## src/rtl/float_types_pkg.sv

```systemverilog
// Shared single-precision float types, conversion status codes and helpers.
package float_types_pkg;

  localparam int unsigned FP_BIAS    = 127;
  localparam int unsigned FP_EXP_MAX = 255;
  localparam int unsigned FP_MANT_W  = 23;

  typedef struct packed {
    logic                 sign;
    logic [7:0]           exp;
    logic [FP_MANT_W-1:0] mant;
  } float_point_num;

  typedef enum logic [1:0] {
    CVT_EXACT   = 2'b00,
    CVT_INEXACT = 2'b01,
    CVT_OVF     = 2'b10,
    CVT_NAN     = 2'b11
  } cvt_status_t;

  // Operand class decided in stage 1 and carried down the pipe
  typedef enum logic [1:0] {
    FP_CLS_NORM,
    FP_CLS_ZERO,
    FP_CLS_INF,
    FP_CLS_NAN
  } fp_cls_t;

  function automatic logic is_nan(input float_point_num f);
    return (f.exp == 8'(FP_EXP_MAX)) && (f.mant != '0);
  endfunction

endpackage

```

## src/rtl/fp2int_align_stage.sv

```systemverilog
// Stage-2 aligner: shifts the 24-bit significand by e-23 into an INT_W+1 bit
// magnitude, extracting guard and sticky bits on right shifts.
module fp2int_align_stage
  import float_types_pkg::*;
#(
  parameter int unsigned INT_W = 32
) (
  input  logic [FP_MANT_W:0] sig_i,
  input  logic signed [9:0]  e_i,
  output logic [INT_W:0]     mag_o,
  output logic               g_o,
  output logic               s_o
);

  localparam int unsigned MW = INT_W + 1;
  // Largest shift whose leading one still lands inside the magnitude
  localparam logic signed [9:0] SH_MAX = 10'(INT_W) - 10'sd23;

  logic signed [9:0] w_sh;
  logic [9:0]        w_rsh;
  logic [47:0]       w_wide;

  // Left shift, right shift with guard/sticky, or saturate the magnitude
  always_comb begin
    w_sh   = e_i - 10'sd23;
    w_rsh  = 10'(-w_sh);
    w_wide = {sig_i, 24'd0} >> w_rsh;
    mag_o  = '0;
    g_o    = 1'b0;
    s_o    = 1'b0;
    if (w_sh > SH_MAX) begin
      mag_o = '1;
    end else if (w_sh >= 10'sd0) begin
      mag_o = MW'(sig_i) << 10'(w_sh);
    end else if (w_sh <= -10'sd25) begin
      s_o = 1'b1;
    end else begin
      mag_o = MW'(w_wide[47:24]);
      g_o   = w_wide[23];
      s_o   = |w_wide[22:0];
    end
  end

endmodule

```

## src/rtl/fp_to_int_pipelined.sv

```systemverilog
// Three-stage float -> signed fixed-point converter with valid/ready stall.
// Define FP2INT_RNE_EN for round-to-nearest-even; default truncates toward zero.
module fp_to_int_pipelined
  import float_types_pkg::*;
#(
  parameter int unsigned INT_W  = 32,
  parameter int unsigned FRAC_W = 0
) (
  input  logic             clk_i,
  input  logic             rst_ni,
  input  float_point_num   a_i,
  input  logic             vld_i,
  output logic             rdy_o,
  output logic [INT_W-1:0] int_o,
  output logic             vld_o,
  input  logic             rdy_i,
  output logic [1:0]       cvt_status_o
);

  localparam int unsigned MW = INT_W + 1;
  localparam logic [MW:0] LIM_N = (MW+1)'(1) << (INT_W - 1);
  localparam logic [MW:0] LIM_P = LIM_N - (MW+1)'(1);
  localparam logic [INT_W-1:0] MAXP = {1'b0, {(INT_W-1){1'b1}}};
  localparam logic [INT_W-1:0] MINN = {1'b1, {(INT_W-1){1'b0}}};

  logic              r_s1_vld, r_s1_sign, r_s1_zinex;
  fp_cls_t           r_s1_cls;
  logic [FP_MANT_W:0] r_s1_sig;
  logic signed [9:0] r_s1_e;

  logic              r_s2_vld, r_s2_sign, r_s2_g, r_s2_s;
  fp_cls_t           r_s2_cls;
  logic [INT_W:0]    r_s2_mag;

  logic              w_ld1, w_ld2, w_ld3;
  fp_cls_t           w_cls;
  logic signed [9:0] w_e;
  logic [INT_W:0]    w_mag;
  logic              w_g, w_s;
  logic [MW:0]       w_mag_r;
  logic              w_ovf;
  logic [INT_W-1:0]  w_res;
  cvt_status_t       w_st;

  // Each stage loads when the stage after it is empty or moving on
  always_comb begin
    w_ld3 = !vld_o || rdy_i;
    w_ld2 = !r_s2_vld || w_ld3;
    w_ld1 = !r_s1_vld || w_ld2;
  end

  assign rdy_o = w_ld1;

  // Stage 1: classify operand and compute unbiased, fraction-adjusted exponent
  always_comb begin
    w_cls = FP_CLS_NORM;
    w_e   = 10'(a_i.exp) - 10'(FP_BIAS) + 10'(FRAC_W);
    if (is_nan(a_i))                        w_cls = FP_CLS_NAN;
    else if (a_i.exp == 8'(FP_EXP_MAX))     w_cls = FP_CLS_INF;
    else if (a_i.exp == '0)                 w_cls = FP_CLS_ZERO;
  end

  // Stage 1 register
  always_ff @(posedge clk_i or negedge rst_ni) begin
    if (!rst_ni) begin
      r_s1_vld   <= 1'b0;
      r_s1_sign  <= 1'b0;
      r_s1_zinex <= 1'b0;
      r_s1_cls   <= FP_CLS_NORM;
      r_s1_sig   <= '0;
      r_s1_e     <= '0;
    end else if (w_ld1) begin
      r_s1_vld <= vld_i;
      if (vld_i) begin
        r_s1_sign  <= a_i.sign;
        r_s1_zinex <= (a_i.mant != '0);
        r_s1_cls   <= w_cls;
        r_s1_sig   <= {1'b1, a_i.mant};
        r_s1_e     <= w_e;
      end
    end
  end

  fp2int_align_stage #(.INT_W(INT_W)) u_align (
    .sig_i (r_s1_sig),
    .e_i   (r_s1_e),
    .mag_o (w_mag),
    .g_o   (w_g),
    .s_o   (w_s)
  );

  // Stage 2 register; zero/denormal collapses to magnitude 0 with sticky = mant!=0
  always_ff @(posedge clk_i or negedge rst_ni) begin
    if (!rst_ni) begin
      r_s2_vld  <= 1'b0;
      r_s2_sign <= 1'b0;
      r_s2_cls  <= FP_CLS_NORM;
      r_s2_mag  <= '0;
      r_s2_g    <= 1'b0;
      r_s2_s    <= 1'b0;
    end else if (w_ld2) begin
      r_s2_vld <= r_s1_vld;
      if (r_s1_vld) begin
        r_s2_sign <= r_s1_sign;
        r_s2_cls  <= r_s1_cls;
        if (r_s1_cls == FP_CLS_ZERO) begin
          r_s2_mag <= '0;
          r_s2_g   <= 1'b0;
          r_s2_s   <= r_s1_zinex;
        end else begin
          r_s2_mag <= w_mag;
          r_s2_g   <= w_g;
          r_s2_s   <= w_s;
        end
      end
    end
  end

`ifdef FP2INT_RNE_EN
  logic w_inc;
  // Stage 3 rounding: nearest, ties to even
  always_comb begin
    w_inc   = r_s2_g && (r_s2_s || r_s2_mag[0]);
    w_mag_r = {1'b0, r_s2_mag} + (MW+1)'(w_inc);
  end
`else
  // Stage 3 rounding: truncate toward zero
  always_comb begin
    w_mag_r = {1'b0, r_s2_mag};
  end
`endif

  // Stage 3: saturate, apply sign, pick status by priority
  always_comb begin
    w_ovf = r_s2_sign ? (w_mag_r > LIM_N) : (w_mag_r > LIM_P);
    w_res = '0;
    w_st  = CVT_EXACT;
    case (r_s2_cls)
      FP_CLS_NAN: begin
        w_res = MAXP;
        w_st  = CVT_NAN;
      end
      FP_CLS_INF: begin
        w_res = r_s2_sign ? MINN : MAXP;
        w_st  = CVT_OVF;
      end
      default: begin
        if (w_ovf) begin
          w_res = r_s2_sign ? MINN : MAXP;
          w_st  = CVT_OVF;
        end else begin
          w_res = r_s2_sign ? INT_W'(~w_mag_r + (MW+1)'(1)) : INT_W'(w_mag_r);
          w_st  = (r_s2_g || r_s2_s) ? CVT_INEXACT : CVT_EXACT;
        end
      end
    endcase
  end

  // Output register; held while the consumer stalls
  always_ff @(posedge clk_i or negedge rst_ni) begin
    if (!rst_ni) begin
      vld_o        <= 1'b0;
      int_o        <= '0;
      cvt_status_o <= 2'b00;
    end else if (w_ld3) begin
      vld_o <= r_s2_vld;
      if (r_s2_vld) begin
        int_o        <= w_res;
        cvt_status_o <= w_st;
      end
    end
  end

endmodule

```

## config.mk

```make
export PLATFORM = sky130hd
export DESIGN_NAME = fp_to_int_pipelined
export DESIGN_NICKNAME = d
export VERILOG_FILES = /design/src/rtl/float_types_pkg.sv /design/src/rtl/fp2int_align_stage.sv /design/src/rtl/fp_to_int_pipelined.sv
export SDC_FILE = /design/constraint.sdc
export NUM_CORES = 1
export LEC_CHECK = 0
export ABC_AREA = 1
export BUFFER_PORTS_ARGS = -buffer_cell sky130_fd_sc_hd__buf_2
export CAP_MARGIN = 20
export CORE_MARGIN = 2
export CORE_UTILIZATION = 55
export CTS_CLUSTER_SIZE = 24
export DETAILED_ROUTE_END_ITERATION = 10
export PLACE_DENSITY = 0.76
export SETUP_SLACK_MARGIN = 0.05
export SYNTH_ARGS = -nofsm -noshare
export SYNTH_HDL_FRONTEND = slang
export SYNTH_SLANG_ARGS = --single-unit
```

## constraint.sdc

```tcl
create_clock -name clk_i -period 6 [get_ports clk_i]
set_input_delay 0.6 -clock clk_i [delete_from_list [all_inputs] [get_ports clk_i]]
set_output_delay 0.6 -clock clk_i [all_outputs]
set_load 0.05 [all_outputs]
```

==> results.tsv <==
metric	value	unit
ff_latch_area	2803	um2
synthDistinctLibCells	51	
p_int	2121	uW
clkTransAtPathRegs	80	ps
drv_slew	0	
drcViolationCount	0	
cts.htree.levels	3	
clock_sinks	112	
crit_path_end_kind	flip-flop	
multi_input_area	5344	um2
fin_crit	4086	ps
p_seq_share	27.4	%
rows	46	
ir_worst_vdd	0.2573	mV
io_pins	72	
synth_flop_cell	dfrtp_1	
power	4540	uW
vias_per_cell	5.774	
crit_required	6300	ps
synth.cells.most_frequent	nand2_1 (366), nand3_1 (162), o21ai_0 (160), inv_1 (142)	
start_kind	flip-flop	
max-slew-margin-rel	34.05	%
drt_pass1_iterations	6	
postSynthAreaPerCell	6.385	um2
p_leak	0.004659	uW
hold_violations	0	
status	complete, no violations	
cts_tree	done	
hold-worst-slack	228.2	ps
die_area	17550	um2
initial_core_util	56.75	%
cts_buffer_depth	2	
grt_use_total	30.64	%
holdCritPathClass	in2async	
first_global_vias	8422	
clock_latency	370	ps
final_core_util	61.10	%
setup_tns	0	ps
core_area	16000	um2
ys_ff_latch	112	
setup_viol	0	
slowest_stage	dfrtp_1	
grt_overflow	0	
wire_per_inst	16.29	um
cap_violations	0	
fp.dieW	132.5	um
numCtsBuffers	9	
fillerInstances	1593	
die_height	132.5	um
worst-setup-path-type	reg2reg	
tightest_slew	988.2	ps
cts_resized	0	
p_per_area	464.4	nW/um2
final_layout_size_suffix_gt1_share	9.875	%
path_max_fanout	32	
fin_crit_sh	68.09	%
synth_cells	1422	
clock.fmax	244.8	MHz
ant_nets	0	
routed_wl	26940	um
synth.area.top_cells	dfrtp_1 (31%), nand2_1 (15%), nand3_1 (8.9%)	
synthArstFlopShare	100.0	%
port_buffers	71	
cp_common_cell	nand2_1	
path_buf_inv	2	
dp_hpwl	20460	um
synth_top_area_share	30.87	%
yosysWarnings	0	
cts_hold_buf	0	
switching_share	53.29	%
areaGrowthSynthToFinish	7.675	%
grt_start_max_net_pins	63	
p_comb_share	57.5	%
vias	9551	
n_antenna_cell	0	
clock_power_share	15.2	%
drt_iter0_markers	854	
gp_congestion	1.017	
dp_cells	1638	
synthMostInstantiatedCell	nand2_1	
yosysSeqAreaShare	30.87	%
cp_top_family	simple AND/OR/NAND/NOR gates	
max_stage_delay	410	ps
p_sw	2419	uW
grt_setup_unrepaired	no	
clock-root-buffer	clkbuf_16	
synth_top_area_cell	dfrtp_1	
antenna_found_initial	0	
synth_edf_count	0	
syn-num-nets	1466	
grt_first_pass_wirelength	43410	um
synth_area	9080	um2
fin_cells	1654	
fin_nets	1477	
arrival	4380	ps
postCtsSetupBuffers	0	
fin_skew	11.27	ps
through the flow:
stage	cell area, um2	worst slack [ps]
after floorplan	9080	2835
final	9777	1914
after CTS	9777	1963
after global placement	9439	1987
after global routing	9777	1536
after detailed placement	9439	1985
placed cells by master (no fill, tap or decap), drive strengths merged, types with 2 or more instances in the layout:
| cell | Yosys | layout |
|---|---|---|
| o211ai | 5 | 5 |
| xnor2 | 3 | 3 |
| nor3 | 15 | 15 |
| o21ai | 160 | 160 |
| o41ai | 2 | 2 |
| clkbuf | 54 | 9 |
| o21a | 7 | 7 |
| ha | 8 | 8 |
| o221ai | 6 | 6 |
| o22ai | 17 | 17 |
| o311ai | 5 | 5 |
| nor4 | 10 | 10 |
| clkinv | 6 | 8 |
| mux2i | 11 | 11 |
| a22o | 2 | 2 |
| inv | 149 | 151 |
| a21oi | 60 | 60 |
| or2 | 11 | 11 |
| bufinv | 0 | 2 |
| dfrtp | 112 | 112 |
| xor2 | 24 | 24 |
| nand4 | 37 | 37 |
| nand2 | 378 | 378 |
| buf | 28 | 82 |
| a31oi | 19 | 19 |
| nand3 | 165 | 165 |
| nor2 | 119 | 119 |
final timing paths:
| check | from | endpoint | slack, ps | depth (start not counted) |
|---|---|---|---|---|
| max | r_s1_e[2]$_DFFE_PN0P_ | r_s2_s$_DFFE_PN0P_ | 1910 | 25 |
| min | rst_ni | int_o[8]$_DFFE_PN0P_ | 230 | 1 |
| max reg2reg | r_s1_e[2]$_DFFE_PN0P_ | r_s2_s$_DFFE_PN0P_ | 1910 | 25 |
| min reg2reg | int_o[4]$_DFFE_PN0P_ | int_o[4]$_DFFE_PN0P_ | 490 | 1 |
| max in group asynchronous | rst_ni | r_s1_sig[15]$_DFFE_PN0P_ | 4560 | 2 |
| min in group clk_i | a_i[20] | r_s1_sig[20]$_DFFE_PN0P_ | 450 | 3 |
power by group through the flow:
stage	sequential, uW	combinational (uW)	clock (uW)
final	1240	2610	689
after global routing	1270	2880	724
after CTS	1240	2580	693
after detailed placement	1250	2560	0
after global placement	1240	2540	0
after floorplan	1540	1660	0
state kept, by name, summed over array words and instances, names as in the netlist:
register,count
cvt_status_o,2
r_s2_cls,2
vld_o,1
r_s2_s,1
r_s1_e,9
r_s1_vld,1
r_s2_mag,33
r_s1_cls,2
r_s1_sig,24
r_s1_sign,1
r_s2_vld,1
int_o,32
r_s2_g,1
r_s1_zinex,1
r_s2_sign,1
area by class of cell:
cell class,count,share of cell area (%)
multi-input combinational,1073,54.66
sequential,112,28.67
inverter,155,5.951
timing repair buffer,82,4.505
tap,216,2.764
clock buffer,9,2.304
clock inverter,7,1.152
per-layer routing:
layer / vias up / routed length [um] / share of wire [%] / global-route usage [%]
met5: - / 0 / 0 / 0
met4: 0 / 1215 / 4.5 / 14.34
met3: 78 / 1627 / 6.0 / 4.138
met2: 391 / 12250 / 45 / 49.05
met1: 4312 / 11850 / 44 / 41.28
li1: 4770 / - / - / -
kinds of logic (layout without fill, tap and decap cells):
family	Yosys count	in the layout	synth area share (%)
DFF	112	112	30.87
muxes	11	11	1.213
xor gates and xnor gates	27	27	2.604
adders and majority gates	8	8	1.102
buffers and inverters	237	253	10.28
AOI/OAI and AO/OA	290	290	17.72
and+or+nand+nor	737	737	36.21
Power figures use the tool's default switching activity.
